<file path="config.mk">
export PLATFORM = sky130hd
export DESIGN_NAME = demux1x2_tdm
export DESIGN_NICKNAME = d
export VERILOG_FILES = /design/src/rtl/demux1x2_tdm_pkg.sv /design/src/rtl/shreg_lsb.sv /design/src/rtl/demux1x2_tdm.sv
export VERILOG_INCLUDE_DIRS = /design/src /design/src/rtl
export SDC_FILE = /design/constraint.sdc
export NUM_CORES = 1
export LEC_CHECK = 0
export CAP_MARGIN = 20
export CORE_UTILIZATION = 52
export DETAILED_ROUTE_END_ITERATION = 6
export PLACE_DENSITY = 0.76
export SYNTH_ARGS = -nofsm -noshare
export SYNTH_HDL_FRONTEND = slang
export SYNTH_SLANG_ARGS = --single-unit
</file>
<file path="constraint.sdc">
create_clock -name clk -period 2.75 [get_ports clk]
set_input_delay 0.55 -clock clk [delete_from_list [all_inputs] [get_ports clk]]
set_output_delay 0.55 -clock clk [all_outputs]
set_load 0.05 [all_outputs]
</file>
<file path="src/rtl/demux_defs.vh">
// Shared FSM state encodings for the TDM demultiplexer.
`ifndef DEMUX_DEFS_VH
`define DEMUX_DEFS_VH
`define DEMUX_IDLE 1'b0
`define DEMUX_RECV 1'b1
`endif

</file>
<file path="src/rtl/demux1x2_tdm_pkg.sv">
// Common types and helpers for the 1-to-2 TDM demultiplexer.
package demux1x2_tdm_pkg;
`include "demux_defs.vh"

  typedef enum logic {
    IDLE = `DEMUX_IDLE,
    RECV = `DEMUX_RECV
  } state_e;

  // Width of a bit index into one channel word; kept at least 1 for WIDTH=1.
  function automatic int idx_w(input int width);
    int w;
    w = $clog2(2 * width) - 1;
    return (w < 1) ? 1 : w;
  endfunction

endpackage

</file>
<file path="src/rtl/shreg_lsb.sv">
// WIDTH-bit word register with a single bit-indexed write port,
// synchronous clear and asynchronous active-low clear.
module shreg_lsb
  import demux1x2_tdm_pkg::*;
#(
  parameter int WIDTH = 4,
  parameter int IW    = idx_w(WIDTH)
) (
  input  logic             clk_i,
  input  logic             rst_ni,
  input  logic             clr_i,
  input  logic             we_i,
  input  logic [IW-1:0]    idx_i,
  input  logic             d_i,
  output logic [WIDTH-1:0] q_o
);

  logic [WIDTH-1:0] q_q;
  logic [WIDTH-1:0] q_d;

  // A clear and a write in the same cycle leave only the written bit set.
  always_comb begin
    q_d = clr_i ? '0 : q_q;
    if (we_i) q_d[idx_i] = d_i;
  end

  always_ff @(posedge clk_i or negedge rst_ni) begin
    if (!rst_ni) q_q <= '0;
    else         q_q <= q_d;
  end

  assign q_o = q_q;

endmodule

</file>
<file path="src/rtl/demux1x2_tdm.sv">
// Serial TDM demultiplexer: splits an interleaved LSB-first bit stream
// into channel A and channel B words, framed by a sync marker.
module demux1x2_tdm
  import demux1x2_tdm_pkg::*;
#(
  parameter int WIDTH = 4
) (
  input  logic             clk,
  input  logic             rst_n,
  input  logic             din,
  input  logic             din_valid,
  input  logic             sync,
  output logic [WIDTH-1:0] a_out,
  output logic [WIDTH-1:0] b_out,
  output logic             out_valid,
  output logic             frame_err
);

  localparam int             CW   = $clog2(2 * WIDTH);
  localparam int             IW   = idx_w(WIDTH);
  localparam logic [CW-1:0]  LAST = CW'(2 * WIDTH - 1);

  state_e           state_q, state_d;
  logic [CW-1:0]    cnt_q, cnt_d;
  logic             done_q, done_d;
  logic             err_q, err_d;
  logic             out_valid_q, frame_err_q;
  logic [WIDTH-1:0] a_out_q, b_out_q;

  logic             clr_words;
  logic             we_a, we_b;
  logic [IW-1:0]    idx;
  logic [WIDTH-1:0] word_a, word_b;

  always_comb begin
    state_d   = state_q;
    cnt_d     = cnt_q;
    done_d    = 1'b0;
    err_d     = 1'b0;
    clr_words = 1'b0;
    we_a      = 1'b0;
    we_b      = 1'b0;
    idx       = IW'(cnt_q >> 1);
    if (din_valid) begin
      if (sync) begin
        // Sync always (re)starts a frame; inside RECV it discards the partial one.
        clr_words = 1'b1;
        we_a      = 1'b1;
        idx       = '0;
        cnt_d     = CW'(1);
        state_d   = RECV;
        err_d     = (state_q == RECV);
      end else if (state_q == RECV) begin
        we_a = ~cnt_q[0];
        we_b = cnt_q[0];
        if (cnt_q == LAST) begin
          cnt_d   = '0;
          state_d = IDLE;
          done_d  = 1'b1;
        end else begin
          cnt_d = cnt_q + 1'b1;
        end
      end
    end
  end

  shreg_lsb #(.WIDTH(WIDTH), .IW(IW)) u_word_a (
    .clk_i  (clk),
    .rst_ni (rst_n),
    .clr_i  (clr_words),
    .we_i   (we_a),
    .idx_i  (idx),
    .d_i    (din),
    .q_o    (word_a)
  );

  shreg_lsb #(.WIDTH(WIDTH), .IW(IW)) u_word_b (
    .clk_i  (clk),
    .rst_ni (rst_n),
    .clr_i  (clr_words),
    .we_i   (we_b),
    .idx_i  (idx),
    .d_i    (din),
    .q_o    (word_b)
  );

  // Pulses are registered twice: event flag first, then the output flop.
  always_ff @(posedge clk or negedge rst_n) begin
    if (!rst_n) begin
      state_q     <= IDLE;
      cnt_q       <= '0;
      done_q      <= 1'b0;
      err_q       <= 1'b0;
      out_valid_q <= 1'b0;
      frame_err_q <= 1'b0;
      a_out_q     <= '0;
      b_out_q     <= '0;
    end else begin
      state_q     <= state_d;
      cnt_q       <= cnt_d;
      done_q      <= done_d;
      err_q       <= err_d;
      out_valid_q <= done_q;
      frame_err_q <= err_q;
      if (done_q) begin
        a_out_q <= word_a;
        b_out_q <= word_b;
      end
    end
  end

  assign a_out     = a_out_q;
  assign b_out     = b_out_q;
  assign out_valid = out_valid_q;
  assign frame_err = frame_err_q;

endmodule

</file>
==> impl_results.html, run 1 <==
<table>
<tr><th>Metric</th><th>Value</th></tr>
<tr><th colspan="2">Worst setup path</th></tr>
<tr><td>Kind of cell adding the most delay to the critical path</td><td>buffers and inverters</td></tr>
<tr><td>CP max stage cell</td><td>sky130_fd_sc_hd__clkdlybuf4s50_1</td></tr>
<tr><td>Maximum single-stage delay on the critical path</td><td>810 ps</td></tr>
<tr><td>Critical path endpoint category</td><td>output pin</td></tr>
<tr><td>Startpoint kind of the worst setup timing path</td><td>register</td></tr>
<tr><td>Count of buffer and inverter cells on the critical path</td><td>1</td></tr>
<tr><td>Arrival time worst endpoint</td><td>approximately 1500 ps</td></tr>
<tr><td>Critical path peak fanout</td><td>2</td></tr>
<tr><td>Required time at the worst-slack endpoint</td><td>around 2200 ps</td></tr>
<tr><td>Series of cell instances along the critical path</td><td>clkdlybuf4s50_1</td></tr>
<tr><td>Crit Path Class</td><td>reg2out</td></tr>
<tr><td>First element of the critical path</td><td>a_out[0]$_DFFE_PN0P_</td></tr>
<tr><td>Setup slack of the worst register-to-register path</td><td>1320 ps</td></tr>
<tr><td>Launch instance of the worst register-to-register path</td><td>cnt_q[0]$_DFFE_PN0P_</td></tr>
<tr><th colspan="2">Routing</th></tr>
<tr><td>Final WL</td><td>about 1800 um</td></tr>
<tr><td>Router iterations before antenna repair</td><td>4</td></tr>
<tr><td>Remaining routing DRC violations</td><td>0</td></tr>
<tr><td>Mean routed wirelength per cell</td><td>between 10 and 15 um</td></tr>
<tr><td>Vias</td><td>between 700 and 800</td></tr>
<tr><td>Iter 0 DRT Violations</td><td>17</td></tr>
<tr><td>Number of antenna-violating nets in the routed design</td><td>0</td></tr>
<tr><td>Vias per inst</td><td>about 5.7</td></tr>
<tr><th colspan="2">Global route</th></tr>
<tr><td>First-pass GRT wire length</td><td>between 2000 and 3000 um</td></tr>
<tr><td>Pin count of the biggest net entering global routing</td><td>25</td></tr>
<tr><td>Via count of the first global-routing pass</td><td>just over 600</td></tr>
<tr><td>Aggregate global routing overflow</td><td>0</td></tr>
<tr><td>Number of antenna violations at the first check in global routing</td><td>0</td></tr>
<tr><td>Overall routing resource usage</td><td>18.2%</td></tr>
<tr><th colspan="2">Die</th></tr>
<tr><td>Row count</td><td>16</td></tr>
<tr><td>Total I/O pin count</td><td>15</td></tr>
<tr><td>Die area</td><td>between 2000 and 2500 um^2</td></tr>
<tr><td>Starting Density</td><td>a little over half</td></tr>
<tr><td>Core footprint</td><td>around 2000 um^2</td></tr>
<tr><td>Die width</td><td>47.5 um</td></tr>
<tr><td>Vertical extent of the die</td><td>47.5 um</td></tr>
<tr><th colspan="2">Place</th></tr>
<tr><td>Routability-driven placement congestion ratio</td><td>0.731</td></tr>
<tr><td>Dpl cell area</td><td>1230 um^2</td></tr>
<tr><td>Placed cell count</td><td>roughly 120</td></tr>
<tr><td>Half-perimeter wire length after placement</td><td>around 1300 um</td></tr>
<tr><td>IO buf count</td><td>14</td></tr>
<tr><th colspan="2">Clock tree</th></tr>
<tr><td>Level count of the clock H-tree</td><td>1</td></tr>
<tr><td>Number of CTS-inserted buffers</td><td>3</td></tr>
<tr><td>Count of instances resized after the clock tree is built</td><td>0</td></tr>
<tr><td>Clock input transition at the sequential cells of the worst setup and hold paths</td><td>approximately 110 ps</td></tr>
<tr><td>Hold-fix buffers at CTS</td><td>0</td></tr>
<tr><td>Clock root buffer</td><td>sky130_fd_sc_hd__clkbuf_4</td></tr>
<tr><td>Clock tree from TritonCTS</td><td>done</td></tr>
<tr><td>Maximum buffer depth of the clock tree</td><td>2</td></tr>
<tr><td>Buffer count from post-CTS setup fixing</td><td>0</td></tr>
<tr><td>Worst-Skew Late Latency</td><td>~300 ps</td></tr>
<tr><td>Count of clock tree sinks</td><td>24</td></tr>
<tr><th colspan="2">Layout</th></tr>
<tr><td>Diode insertion count for antenna repair</td><td>0</td></tr>
<tr><td>Finished layout cell area</td><td>1250 um^2</td></tr>
<tr><td>Final net count</td><td>109</td></tr>
<tr><td>Area Growth Syn to Fin</td><td>16.4%</td></tr>
<tr><td>Filler Cells Inserted</td><td>around 180</td></tr>
<tr><td>Fraction of final layout cells sized beyond drive strength 1</td><td>between 10% and 20%</td></tr>
<tr><td>Filler-free cell count of the finished design</td><td>approximately 130</td></tr>
<tr><th colspan="2">Job</th></tr>
<tr><td>Max-Cap Viols</td><td>0</td></tr>
<tr><th colspan="2">Min path</th></tr>
<tr><td>Path class of the lowest-slack min-delay path</td><td>reg2reg</td></tr>
<tr><td>Startpoint of the tightest hold check path</td><td>err_q$_DFF_PN0_</td></tr>
<tr><th colspan="2">Pwr</th></tr>
<tr><td>Standby leakage power</td><td>0.000596 uW</td></tr>
<tr><td>Worst IR drop on VDD</td><td>roughly 0.00033 V</td></tr>
<tr><td>P per Cell Area</td><td>646 nW/um^2</td></tr>
<tr><th colspan="2">Synth</th></tr>
<tr><td>Fraction of synthesized cell area in xor and xnor cells</td><td>0%</td></tr>
<tr><td>Synthesized-area fraction occupied by ao, oa, aoi and oai cells</td><td>under 10%</td></tr>
<tr><td>Syn Nets</td><td>94</td></tr>
<tr><td>Basic-gate share of the synthesized area counting and, or, nand and nor cells</td><td>13.9%</td></tr>
<tr><td>Synthesized instance count</td><td>87</td></tr>
<tr><td>Largest family of logic cells by synthesized area</td><td>multiplexers</td></tr>
<tr><td>Post-synthesis register bit count</td><td>24</td></tr>
<tr><td>Mean instance size in the synthesized netlist</td><td>between 10 and 15 um^2</td></tr>
<tr><td>Register area share after synthesis</td><td>around 56%</td></tr>
<tr><td>Yosys warnings</td><td>0</td></tr>
<tr><td>Mux cell area share after synthesis</td><td>between 10 and 15%</td></tr>
<tr><td>Synth unique cells</td><td>24</td></tr>
<tr><td>Netlist Area Pre-Place</td><td>between 1000 and 1500 um^2</td></tr>
<tr><td>Fraction of the mapped netlist area in adder cells</td><td>under 10%</td></tr>
<tr><th colspan="2">Timing</th></tr>
<tr><td>RSZ-0062 raised after global routing</td><td>false</td></tr>
<tr><td>Transition at the pin with the smallest max-transition slack</td><td>521 ps</td></tr>
<tr><td>Sum of negative setup slack</td><td>0 ps</td></tr>
<tr><td>Fin Clk Skew</td><td>about 2.0 ps</td></tr>
<tr><td>Min Clock Period, post-route</td><td>around 2000 ps</td></tr>
<tr><td>Achievable clock frequency</td><td>between 400 and 500 MHz</td></tr>
<tr><td>Final slew viol count</td><td>0</td></tr>
<tr><td># setup viols final</td><td>0</td></tr>
<tr><td>Worst slew slack as a fraction of its limit</td><td>approximately 65%</td></tr>
<tr><td>Final-report hold violation count</td><td>0</td></tr>
<tr><td>Share of the cycle needed by the critical path after routing</td><td>approximately 74%</td></tr>
<tr><th colspan="2">Status</th></tr>
<tr><td>Status</td><td>finished clean</td></tr>
</table>
-- Yosys cell counts (all sizes together) --
master | count | area (um^2)
o22ai | 5 | 31.3
dfrtp | 24 | 601
mux2i | 5 | 50.1
and2 | 1 | 6.26
o31ai | 2 | 15.0
buf | 5 | 27.5
nand3 | 3 | 15.0
and4b | 1 | 10.0
inv | 6 | 22.5
and4bb | 3 | 37.5
o21ai | 1 | 5.00
o211ai | 2 | 15.0
nand2 | 8 | 30.0
and3 | 1 | 6.26
nand4b | 2 | 17.5
o21a | 2 | 15.0
nand2b | 2 | 12.5
nor4b | 1 | 15.0
mux2 | 9 | 105
o21bai | 1 | 7.51
a22o | 1 | 8.76
ha | 2 | 25.0
-- power by group --
group / switching (uW) / leakage, uW / internal, uW / total [uW]
combinational: 117 / 0.000264 / 102 / 219
sequential: 48.6 / 0.000319 / 400 / 448
clock: 92.7 / 0.0000138 / 51.1 / 144
total: 259 / 0.000596 / 552 / 811
-- per-layer routing --
metal	global-route usage, %	wire, um
met5	0	0
met4	6.67	16
met3	3.40	74
met2	29.0	926
met1	24.8	778
-- path summary, 6_finish.rpt --
check,end,cells past startpoint
max,a_out[0],1
min,frame_err$_DFF_PN0_,0
max reg2reg,cnt_q[2]$_DFFE_PN0P_,5
min reg2reg,frame_err$_DFF_PN0_,0
max in group asynchronous,b_out[1]$_DFFE_PN0P_,2
min in group asynchronous,u_word_a.q_o[0]$_DFF_PN0_,2
-- cells in the final DEF (no fill, tap or decap) --
cell type,instances
sky130_fd_sc_hd__clkbuf_4,3
sky130_fd_sc_hd__o21bai_1,1
sky130_fd_sc_hd__and3_1,1
sky130_fd_sc_hd__a22o_1,1
sky130_fd_sc_hd__buf_4,1
sky130_fd_sc_hd__o31ai_1,2
sky130_fd_sc_hd__o211ai_1,2
sky130_fd_sc_hd__o21ai_1,1
sky130_fd_sc_hd__o21a_1,2
sky130_fd_sc_hd__nand2_1,8
sky130_fd_sc_hd__and4bb_1,3
sky130_fd_sc_hd__mux2_4,1
sky130_fd_sc_hd__dfrtp_1,24
sky130_fd_sc_hd__and4b_1,1
sky130_fd_sc_hd__nor4b_2,1
sky130_fd_sc_hd__nand4b_1,2
sky130_fd_sc_hd__ha_1,2
sky130_fd_sc_hd__mux2_2,8
sky130_fd_sc_hd__clkdlybuf4s50_1,14
sky130_fd_sc_hd__nand2b_1,2
sky130_fd_sc_hd__mux2i_1,5
sky130_fd_sc_hd__nand3_1,3
sky130_fd_sc_hd__o22ai_1,5
sky130_fd_sc_hd__and2_1,1
sky130_fd_sc_hd__inv_1,6
-- registers in the layout, summed over array words and instances (netlist names) --
register and count:
a_out 4, b_out 4, u_word_a.q_o 4, u_word_b.q_o 4, cnt_q 3, done_q 1
err_q 1, frame_err 1, out_valid 1, state_q 1
-- kinds of logic (layout without fill, tap and decap cells) --
kind of cell,count (synthesis),in the layout
compound gates,14,14
mux,14,14
simple gates,22,22
fa+ha+maj,2,2
flops,24,24
buf+inv,11,24
-- through the flow --
| step | utilization, % | hold slack (ps) | power, uW | setup slack [ps] |
|---|---|---|---|---|
| floorplan | - | 254 | 606 | 1440 |
| global placement | 62.8 | 337 | 666 | 783 |
| detailed placement | 62.8 | 340 | 677 | 717 |
| CTS | 64.0 | 367 | 821 | 705 |
| global route | 64.0 | 393 | 859 | 656 |
| finish | 64.0 | 364 | 811 | 726 |
-- worst reg2reg max path: cells and delay by family, from the launching register on --
| kind | cells | cell delay, ps |
|---|---|---|
| adder cells (fa/ha/maj) | 2 | 520 |
| AO/OA/AOI/OAI | 2 | 190 |
| flip-flops | 1 | 510 |
| AND/OR/NAND/NOR | 1 | 80 |
-- final cells by class --
type	count	area (um^2)	share of cell area, %
Sequential cell	24	601	47.9
Multi-Input combinational cell	52	428	34.1
Timing Repair Buffer	15	148	11.8
Tap cell	27	33.8	2.69
Clock buffer	3	22.5	1.79
Inverter	6	22.5	1.79
Power figures use the tool's default switching activity.
==> inputs of run 2 (changes only) <==
==> constraint.sdc (replaced) <==
create_clock -name clk -period 2 [get_ports clk]
set_input_delay 0.4 -clock clk [delete_from_list [all_inputs] [get_ports clk]]
set_output_delay 0.4 -clock clk [all_outputs]
set_load 0.05 [all_outputs]
==> run 2 against run 1 <==
Against the previous run:
- wire length up 8.9%
- critical path depth did not move
- sequential cell count unchanged
- global-route usage is 2.1 points higher
- combinational power rose by 40%
- design area is 3.0% higher
- highest routed layer unchanged
==> impl_results.html, run 2 (synthesized netlist as in run 1, its figures left out) <==
<table>
<tr><th>Metric</th><th>Value</th></tr>
<tr><th colspan="2">Status</th></tr>
<tr><td>Status</td><td>finished clean</td></tr>
<tr><th colspan="2">Global route</th></tr>
<tr><td>Aggregate global routing overflow</td><td>0 (unchanged)</td></tr>
<tr><td>First-pass GRT wire length</td><td>3180 um (+12%)</td></tr>
<tr><td>Pin count of the biggest net entering global routing</td><td>25 (unchanged)</td></tr>
<tr><td>Via count of the first global-routing pass</td><td>681 (+12%)</td></tr>
<tr><td>Number of antenna violations at the first check in global routing</td><td>0 (unchanged)</td></tr>
<tr><td>Overall routing resource usage</td><td>20.2% (+2.1 points)</td></tr>
<tr><th colspan="2">Worst setup path</th></tr>
<tr><td>Worst reg-to-reg path cell count</td><td>5 (unchanged)</td></tr>
<tr><td>Count of buffer and inverter cells on the critical path</td><td>1 (unchanged)</td></tr>
<tr><td>Destination of the worst register-to-register timing path</td><td>cnt_q[2]$_DFFE_PN0P_</td></tr>
<tr><td>Required time at the worst-slack endpoint</td><td>1600 ps (-600 ps)</td></tr>
<tr><td>Kind of cell adding the most delay to the critical path</td><td>buffers and inverters</td></tr>
<tr><td>CP max stage cell</td><td>sky130_fd_sc_hd__clkdlybuf4s50_1</td></tr>
<tr><td>Arrival time worst endpoint</td><td>1480 ps (about the same)</td></tr>
<tr><td>Series of cell instances along the critical path</td><td>clkdlybuf4s50_1</td></tr>
<tr><td>Launch instance of the worst register-to-register path</td><td>cnt_q[0]$_DFFE_PN0P_</td></tr>
<tr><td>Critical path peak fanout</td><td>2 (unchanged)</td></tr>
<tr><td>Crit Path Class</td><td>reg2out</td></tr>
<tr><td>Critical path endpoint category</td><td>output pin</td></tr>
<tr><td>Maximum single-stage delay on the critical path</td><td>800 ps (about the same)</td></tr>
<tr><td>Setup slack of the worst register-to-register path</td><td>560 ps (-760 ps)</td></tr>
<tr><td>Startpoint kind of the worst setup timing path</td><td>register</td></tr>
<tr><th colspan="2">Min path</th></tr>
<tr><td>Startpoint of the tightest hold check path</td><td>err_q$_DFF_PN0_</td></tr>
<tr><td>Hold-critical path depth</td><td>0 (unchanged)</td></tr>
<tr><td>Endpoint, Worst Hold</td><td>frame_err$_DFF_PN0_</td></tr>
<tr><td>Path class of the lowest-slack min-delay path</td><td>reg2reg</td></tr>
<tr><th colspan="2">Timing</th></tr>
<tr><td>Fin Clk Skew</td><td>5.21 ps (+3.24 ps)</td></tr>
<tr><td>Worst slew slack as a fraction of its limit</td><td>66.8% (+1.7 points)</td></tr>
<tr><td>Worst hold slack after final layout</td><td>386 ps (+22.9 ps)</td></tr>
<tr><td>RSZ-0062 raised after global routing</td><td>false</td></tr>
<tr><td>Final slew viol count</td><td>0 (unchanged)</td></tr>
<tr><td>Share of the cycle needed by the critical path after routing</td><td>a little over nine tenths</td></tr>
<tr><td>Sum of negative setup slack</td><td>0 ps (unchanged)</td></tr>
<tr><td>Transition at the pin with the smallest max-transition slack</td><td>496 ps (-24.9 ps)</td></tr>
<tr><td>Min Clock Period, post-route</td><td>~1900 ps</td></tr>
<tr><td>Achievable clock frequency</td><td>~530 MHz</td></tr>
<tr><td>Final-report hold violation count</td><td>0 (unchanged)</td></tr>
<tr><td># setup viols final</td><td>0 (unchanged)</td></tr>
<tr><th colspan="2">Layout</th></tr>
<tr><td>Final net count</td><td>110 (+0.92%)</td></tr>
<tr><td>Leading cell types in the layout, fill and taps excluded</td><td>24 x sky130_fd_sc_hd__dfrtp_1, 14 x sky130_fd_sc_hd__clkdlybuf4s50_1, 8 x sky130_fd_sc_hd__nand2_1, 8 x sky130_fd_sc_hd__mux2_2, 6 x sky130_fd_sc_hd__inv_1</td></tr>
<tr><td>Area Growth Syn to Fin</td><td>19.8%</td></tr>
<tr><td>Fraction of final layout cells sized beyond drive strength 1</td><td>15.7% (+1.7 points)</td></tr>
<tr><td>Filler-free cell count of the finished design</td><td>129 (+1.6%)</td></tr>
<tr><td>Finished layout cell area</td><td>1290 um^2 (+3.0%)</td></tr>
<tr><td>Most common cell after layout, fill and taps aside</td><td>sky130_fd_sc_hd__dfrtp_1</td></tr>
<tr><td>Diode insertion count for antenna repair</td><td>0 (unchanged)</td></tr>
<tr><th colspan="2">Job</th></tr>
<tr><td>Max-Cap Viols</td><td>0 (unchanged)</td></tr>
<tr><th colspan="2">Clock tree</th></tr>
<tr><td>Count of clock tree sinks</td><td>24 (unchanged)</td></tr>
<tr><td>Number of CTS-inserted buffers</td><td>3 (unchanged)</td></tr>
<tr><td>Buffer count from post-CTS setup fixing</td><td>0 (unchanged)</td></tr>
<tr><td>Clock root buffer</td><td>sky130_fd_sc_hd__clkbuf_4</td></tr>
<tr><td>Clock tree from TritonCTS</td><td>done</td></tr>
<tr><td>Hold-fix buffers at CTS</td><td>0 (unchanged)</td></tr>
<tr><td>Clock input transition at the sequential cells of the worst setup and hold paths</td><td>130 ps (+20 ps)</td></tr>
<tr><td>Maximum buffer depth of the clock tree</td><td>2 (unchanged)</td></tr>
<tr><td>Level count of the clock H-tree</td><td>1 (unchanged)</td></tr>
<tr><td>Worst-Skew Late Latency</td><td>310 ps (about the same)</td></tr>
<tr><td>Count of instances resized after the clock tree is built</td><td>0 (unchanged)</td></tr>
<tr><th colspan="2">Die</th></tr>
<tr><td>Die width</td><td>47.5 um (unchanged)</td></tr>
<tr><td>Row count</td><td>16 (unchanged)</td></tr>
<tr><td>Vertical extent of the die</td><td>47.5 um (unchanged)</td></tr>
<tr><td>Core footprint</td><td>1960 um^2 (unchanged)</td></tr>
<tr><td>Die area</td><td>2260 um^2 (unchanged)</td></tr>
<tr><td>Starting Density</td><td>55.0% (unchanged)</td></tr>
<tr><td>Total I/O pin count</td><td>15 (unchanged)</td></tr>
<tr><th colspan="2">Place</th></tr>
<tr><td>IO buf count</td><td>14 (unchanged)</td></tr>
<tr><td>Routability-driven placement congestion ratio</td><td>0.737 (+0.74%)</td></tr>
<tr><td>Placed cell count</td><td>125 (+0.81%)</td></tr>
<tr><td>Dpl cell area</td><td>1240 um^2 (+0.61%)</td></tr>
<tr><td>Half-perimeter wire length after placement</td><td>1410 um (+10%)</td></tr>
<tr><th colspan="2">Routing</th></tr>
<tr><td>Vias</td><td>727 (-0.27%)</td></tr>
<tr><td>Number of antenna-violating nets in the routed design</td><td>0 (unchanged)</td></tr>
<tr><td>Final WL</td><td>1960 um (+8.9%)</td></tr>
<tr><td>Router iterations before antenna repair</td><td>4 (unchanged)</td></tr>
<tr><td>Remaining routing DRC violations</td><td>0 (unchanged)</td></tr>
<tr><td>Vias per inst</td><td>5.64 (-1.8%)</td></tr>
<tr><td>Mean routed wirelength per cell</td><td>15.2 um (+7.2%)</td></tr>
<tr><td>Iter 0 DRT Violations</td><td>14 (-3)</td></tr>
<tr><th colspan="2">Pwr</th></tr>
<tr><td>Overall Power</td><td>1270 uW (+56%)</td></tr>
<tr><td>Worst IR drop on VDD</td><td>0.000518 V (+55%)</td></tr>
<tr><td>P per Cell Area</td><td>980 nW/um^2 (+52%)</td></tr>
<tr><td>Standby leakage power</td><td>0.000615 uW (+3.2%)</td></tr>
</table>
==> run 2: changes by cell type in the layout (fill, tap and decap cells not counted) <==
cell	previous run	this run
sky130_fd_sc_hd__buf_4	1	2
sky130_fd_sc_hd__bufinv_16	0	1
==> run 2: final cells by class <==
class	count	area, um^2
tap	27	33.8
fill	174	669
clock inverter	1	30.0
inverter	6	22.5
clock buffer	3	22.5
timing repair buffer	16	155
multi-input combinational	52	428
sequential	24	601
==> run 2: metal layers <==
| metal | up-vias | wire, um | track usage, % |
|---|---|---|---|
| met5 | - | 0 | 0 |
| met4 | 0 | 19 | 6.67 |
| met3 | 2 | 39 | 2.26 |
| met2 | 14 | 986 | 35.1 |
| met1 | 370 | 910 | 26.4 |
| li1 | 341 | - | - |
==> run 2: how the worst max path moves through the flow <==
stage | start | slack (ps) | cells past startpoint | endpoint
floorplan | cnt_q[0]$_DFFE_PN0P_ | 730 | 5 | cnt_q[2]$_DFFE_PN0P_
global placement | sync | 270 | 4 | u_word_b.q_o[3]$_DFF_PN0_
detailed placement | sync | 170 | 4 | u_word_a.q_o[3]$_DFF_PN0_
CTS | a_out[0]$_DFFE_PN0P_ | 110 | 1 | a_out[0]
global route | a_out[3]$_DFFE_PN0P_ | 40 | 1 | a_out[3]
finish | a_out[1]$_DFFE_PN0P_ | 120 | 1 | a_out[1]
==> run 2: through the flow <==
stage	setup slack (ps)	utilization (%)
2_1_floorplan	733	-
3_3_place_gp	275	63.2
3_5_place_dp	170	63.2
4_1_cts	107	65.9
5_1_grt	42.4	65.9
6_report	118	65.9
==> run 2: power by group <==
part	leakage [uW]	internal, uW	switching (uW)
Combinational	0.000269	141	164
Clock	0.0000279	202	141
Sequential	0.000319	549	68.6
==> inputs of run 3 (changes only) <==
==> constraint.sdc (replaced) <==
create_clock -name clk -period 1.9 [get_ports clk]
set_input_delay 0.38 -clock clk [delete_from_list [all_inputs] [get_ports clk]]
set_output_delay 0.38 -clock clk [all_outputs]
set_load 0.05 [all_outputs]
==> run 3 against run 2 <==
Against the previous run:
- wire length decreased by 0.72%
- die area is the same
- first-iteration DRC count grew 57%
- power shrank 6.7%
- cell count did not move
- sequential cell count unchanged
- non-clock buffer count up 1
==> impl_results.html, run 3 (synthesized netlist as in run 1, its figures left out) <==
<table>
<tr><th>Metric</th><th>Value</th></tr>
<tr><th colspan="2">Status</th></tr>
<tr><td>Status</td><td>finished clean</td></tr>
<tr><th colspan="2">Place</th></tr>
<tr><td>IO buf count</td><td>14 (unchanged)</td></tr>
<tr><td>Routability-driven placement congestion ratio</td><td>0.752 (+2.0%)</td></tr>
<tr><td>Pre-CTS setup slack</td><td>238 ps (+68.3 ps)</td></tr>
<tr><td>Half-perimeter wire length after placement</td><td>1390 um (-1.5%)</td></tr>
<tr><th colspan="2">Global route</th></tr>
<tr><td>Via count of the first global-routing pass</td><td>634 (-6.9%)</td></tr>
<tr><td>Pin count of the biggest net entering global routing</td><td>25 (unchanged)</td></tr>
<tr><td>Overall routing resource usage</td><td>18.9% (-1.3 points)</td></tr>
<tr><td>Number of antenna violations at the first check in global routing</td><td>0 (unchanged)</td></tr>
<tr><td>Aggregate global routing overflow</td><td>0 (unchanged)</td></tr>
<tr><td>First-pass GRT wire length</td><td>2870 um (-9.7%)</td></tr>
<tr><th colspan="2">Worst setup path</th></tr>
<tr><td>Required time at the worst-slack endpoint</td><td>1520 ps (-80 ps)</td></tr>
<tr><td>Count of buffer and inverter cells on the critical path</td><td>1 (unchanged)</td></tr>
<tr><td>Arrival time worst endpoint</td><td>1460 ps (-20 ps)</td></tr>
<tr><td>Startpoint kind of the worst setup timing path</td><td>register</td></tr>
<tr><td>Series of cell instances along the critical path</td><td>clkdlybuf4s50_1</td></tr>
<tr><td>CP max stage cell</td><td>sky130_fd_sc_hd__clkdlybuf4s50_1</td></tr>
<tr><td>Kind of cell adding the most delay to the critical path</td><td>buffers and inverters</td></tr>
<tr><td>Critical path endpoint category</td><td>output pin</td></tr>
<tr><td>Crit Path Class</td><td>reg2out</td></tr>
<tr><td>Worst reg-to-reg path cell count</td><td>5 (unchanged)</td></tr>
<tr><td>Critical path peak fanout</td><td>2 (unchanged)</td></tr>
<tr><td>Maximum single-stage delay on the critical path</td><td>800 ps (about the same)</td></tr>
<tr><td>Cell depth of the worst setup path</td><td>1 (unchanged)</td></tr>
<tr><th colspan="2">Routing</th></tr>
<tr><td>Iter 0 DRT Violations</td><td>22 (+8)</td></tr>
<tr><td>Vias per inst</td><td>5.75 (+2.1%)</td></tr>
<tr><td>Final WL</td><td>1940 um (-0.72%)</td></tr>
<tr><td>Mean routed wirelength per cell</td><td>15.0 um (-0.72%)</td></tr>
<tr><td>Remaining routing DRC violations</td><td>0 (unchanged)</td></tr>
<tr><td>Router iterations before antenna repair</td><td>4 (unchanged)</td></tr>
<tr><td>Vias</td><td>742 (+2.1%)</td></tr>
<tr><td>Number of antenna-violating nets in the routed design</td><td>0 (unchanged)</td></tr>
<tr><th colspan="2">Layout</th></tr>
<tr><td>Diode insertion count for antenna repair</td><td>0 (unchanged)</td></tr>
<tr><td>Most common cell after layout, fill and taps aside</td><td>sky130_fd_sc_hd__dfrtp_1</td></tr>
<tr><td>Area Growth Syn to Fin</td><td>18.9%</td></tr>
<tr><td>Final net count</td><td>111 (+0.91%)</td></tr>
<tr><td>Fraction of final layout cells sized beyond drive strength 1</td><td>15.7% (unchanged)</td></tr>
<tr><td>Leading cell types in the layout, fill and taps excluded</td><td>24 x sky130_fd_sc_hd__dfrtp_1, 9 x sky130_fd_sc_hd__clkdlybuf4s50_1, 8 x sky130_fd_sc_hd__nand2_1, 8 x sky130_fd_sc_hd__mux2_2, 6 x sky130_fd_sc_hd__inv_1</td></tr>
<tr><th colspan="2">Clock tree</th></tr>
<tr><td>Clock root buffer</td><td>sky130_fd_sc_hd__clkbuf_4</td></tr>
<tr><td>Count of clock tree sinks</td><td>24 (unchanged)</td></tr>
<tr><td>Level count of the clock H-tree</td><td>1 (unchanged)</td></tr>
<tr><td>Number of CTS-inserted buffers</td><td>3 (unchanged)</td></tr>
<tr><td>Maximum buffer depth of the clock tree</td><td>2 (unchanged)</td></tr>
<tr><td>Clock tree from TritonCTS</td><td>done</td></tr>
<tr><td>Hold-fix buffers at CTS</td><td>0 (unchanged)</td></tr>
<tr><td>Worst-Skew Late Latency</td><td>300 ps (about the same)</td></tr>
<tr><td>Clock input transition at the sequential cells of the worst setup and hold paths</td><td>110 ps (-20 ps)</td></tr>
<tr><th colspan="2">Timing</th></tr>
<tr><td>Achievable clock frequency</td><td>roughly 540 MHz</td></tr>
<tr><td>Transition at the pin with the smallest max-transition slack</td><td>513 ps (+17.4 ps)</td></tr>
<tr><td>Post-route setup slack</td><td>64.1 ps (-53.5 ps)</td></tr>
<tr><td>Min Clock Period, post-route</td><td>about 1800 ps</td></tr>
<tr><td># setup viols final</td><td>0 (unchanged)</td></tr>
<tr><td>Final slew viol count</td><td>0 (unchanged)</td></tr>
<tr><td>Final-report hold violation count</td><td>0 (unchanged)</td></tr>
<tr><td>Fin Clk Skew</td><td>4.83 ps (-0.378 ps)</td></tr>
<tr><td>Share of the cycle needed by the critical path after routing</td><td>between 90 and 100%</td></tr>
<tr><td>Sum of negative setup slack</td><td>0 ps (unchanged)</td></tr>
<tr><td>Worst slew slack as a fraction of its limit</td><td>65.7% (-1.1 points)</td></tr>
<tr><td>RSZ-0062 raised after global routing</td><td>false</td></tr>
<tr><th colspan="2">Pwr</th></tr>
<tr><td>Reg power frac</td><td>55.0% (+6.2 points)</td></tr>
<tr><td>Standby leakage power</td><td>0.000696 uW (+13%)</td></tr>
<tr><td>Net switching power figure</td><td>381 uW (+1.8%)</td></tr>
<tr><td>Worst IR drop on VDD</td><td>0.000530 V (+2.3%)</td></tr>
<tr><td>Internal power</td><td>801 uW (-10%)</td></tr>
<tr><td>Clock power frac</td><td>17.4% (-9.7 points)</td></tr>
<tr><td>P per Cell Area</td><td>922 nW/um^2 (-6.0%)</td></tr>
<tr><td>Switching part of the total power</td><td>32.2% (+2.7 points)</td></tr>
<tr><td>Logic pwr share</td><td>27.5% (+3.4 points)</td></tr>
<tr><th colspan="2">Die</th></tr>
<tr><td>Core footprint</td><td>1960 um^2 (unchanged)</td></tr>
<tr><td>Die area</td><td>2260 um^2 (unchanged)</td></tr>
<tr><td>Vertical extent of the die</td><td>47.5 um (unchanged)</td></tr>
<tr><td>Total I/O pin count</td><td>15 (unchanged)</td></tr>
<tr><td>Row count</td><td>16 (unchanged)</td></tr>
<tr><td>Starting Density</td><td>55.0% (unchanged)</td></tr>
<tr><td>Die width</td><td>47.5 um (unchanged)</td></tr>
<tr><th colspan="2">Min path</th></tr>
<tr><td>Hold-critical path depth</td><td>0 (unchanged)</td></tr>
<tr><td>Path class of the lowest-slack min-delay path</td><td>reg2reg</td></tr>
<tr><th colspan="2">Job</th></tr>
<tr><td>Max-Cap Viols</td><td>0 (unchanged)</td></tr>
</table>
run 3: changes by cell type in the layout (fill, tap and decap cells not counted), sizes merged:
cell           before  now
dlymetal6s2s        0    5
clkdlybuf4s50      14    9
buf                 2    3
bufinv              1    0
run 3: stage by stage:
step	total power, uW	util [%]	cells	cell area (um^2)	hold slack [ps]
after floorplan	877	-	87	1080	84.4
after global routing	1250	65.4	129	1280	383
after detailed placement	989	63.6	126	1250	339
after global placement	969	63.6	126	1250	335
after CTS	1200	64.7	129	1270	366
final	1180	65.4	129	1280	362
run 3: area by class of cell:
type	instances	area (um^2)
inverter	6	22.5
fill	172	679
tap	27	33.8
clock buffer	3	22.5
multi-input combinational	52	428
sequential	24	601
timing repair buffer	17	175
run 3: metal layers:
| metal | global-route usage [%] | part of all wire [%] |
|---|---|---|
| met5 | 0 | 0 |
| met4 | 10.0 | 1.1 |
| met3 | 4.53 | 2.7 |
| met2 | 29.6 | 48 |
| met1 | 24.4 | 48 |
run 3: power by group through the flow:
stage | Combinational, uW | Clock, uW | Sequential [uW]
after floorplan | 166 | 0 | 711
after detailed placement | 329 | 0 | 660
final | 326 | 206 | 650
after global routing | 351 | 237 | 659
after global placement | 316 | 0 | 653
after CTS | 331 | 221 | 650
run 3: what timing repair did:
item | 4_1_cts | 5_1_grt
setup buffers | 0 | 0
hold endpoints to repair | 0 | 0
setup endpoints to repair | 0 | 5
resized for setup | 0 | 5
run 3: final timing paths:
kind | from | endpoint | slack [ps]
setup / recovery | a_out[1]$_DFFE_PN0P_ | a_out[1] | 60
hold / removal | err_q$_DFF_PN0_ | frame_err$_DFF_PN0_ | 360
setup reg to reg | cnt_q[0]$_DFFE_PN0P_ | cnt_q[2]$_DFFE_PN0P_ | 480
hold reg to reg | err_q$_DFF_PN0_ | frame_err$_DFF_PN0_ | 360
max in group asynchronous | rst_n | u_word_b.q_o[1]$_DFF_PN0_ | 1250
min in group asynchronous | rst_n | u_word_a.q_o[1]$_DFF_PN0_ | 420
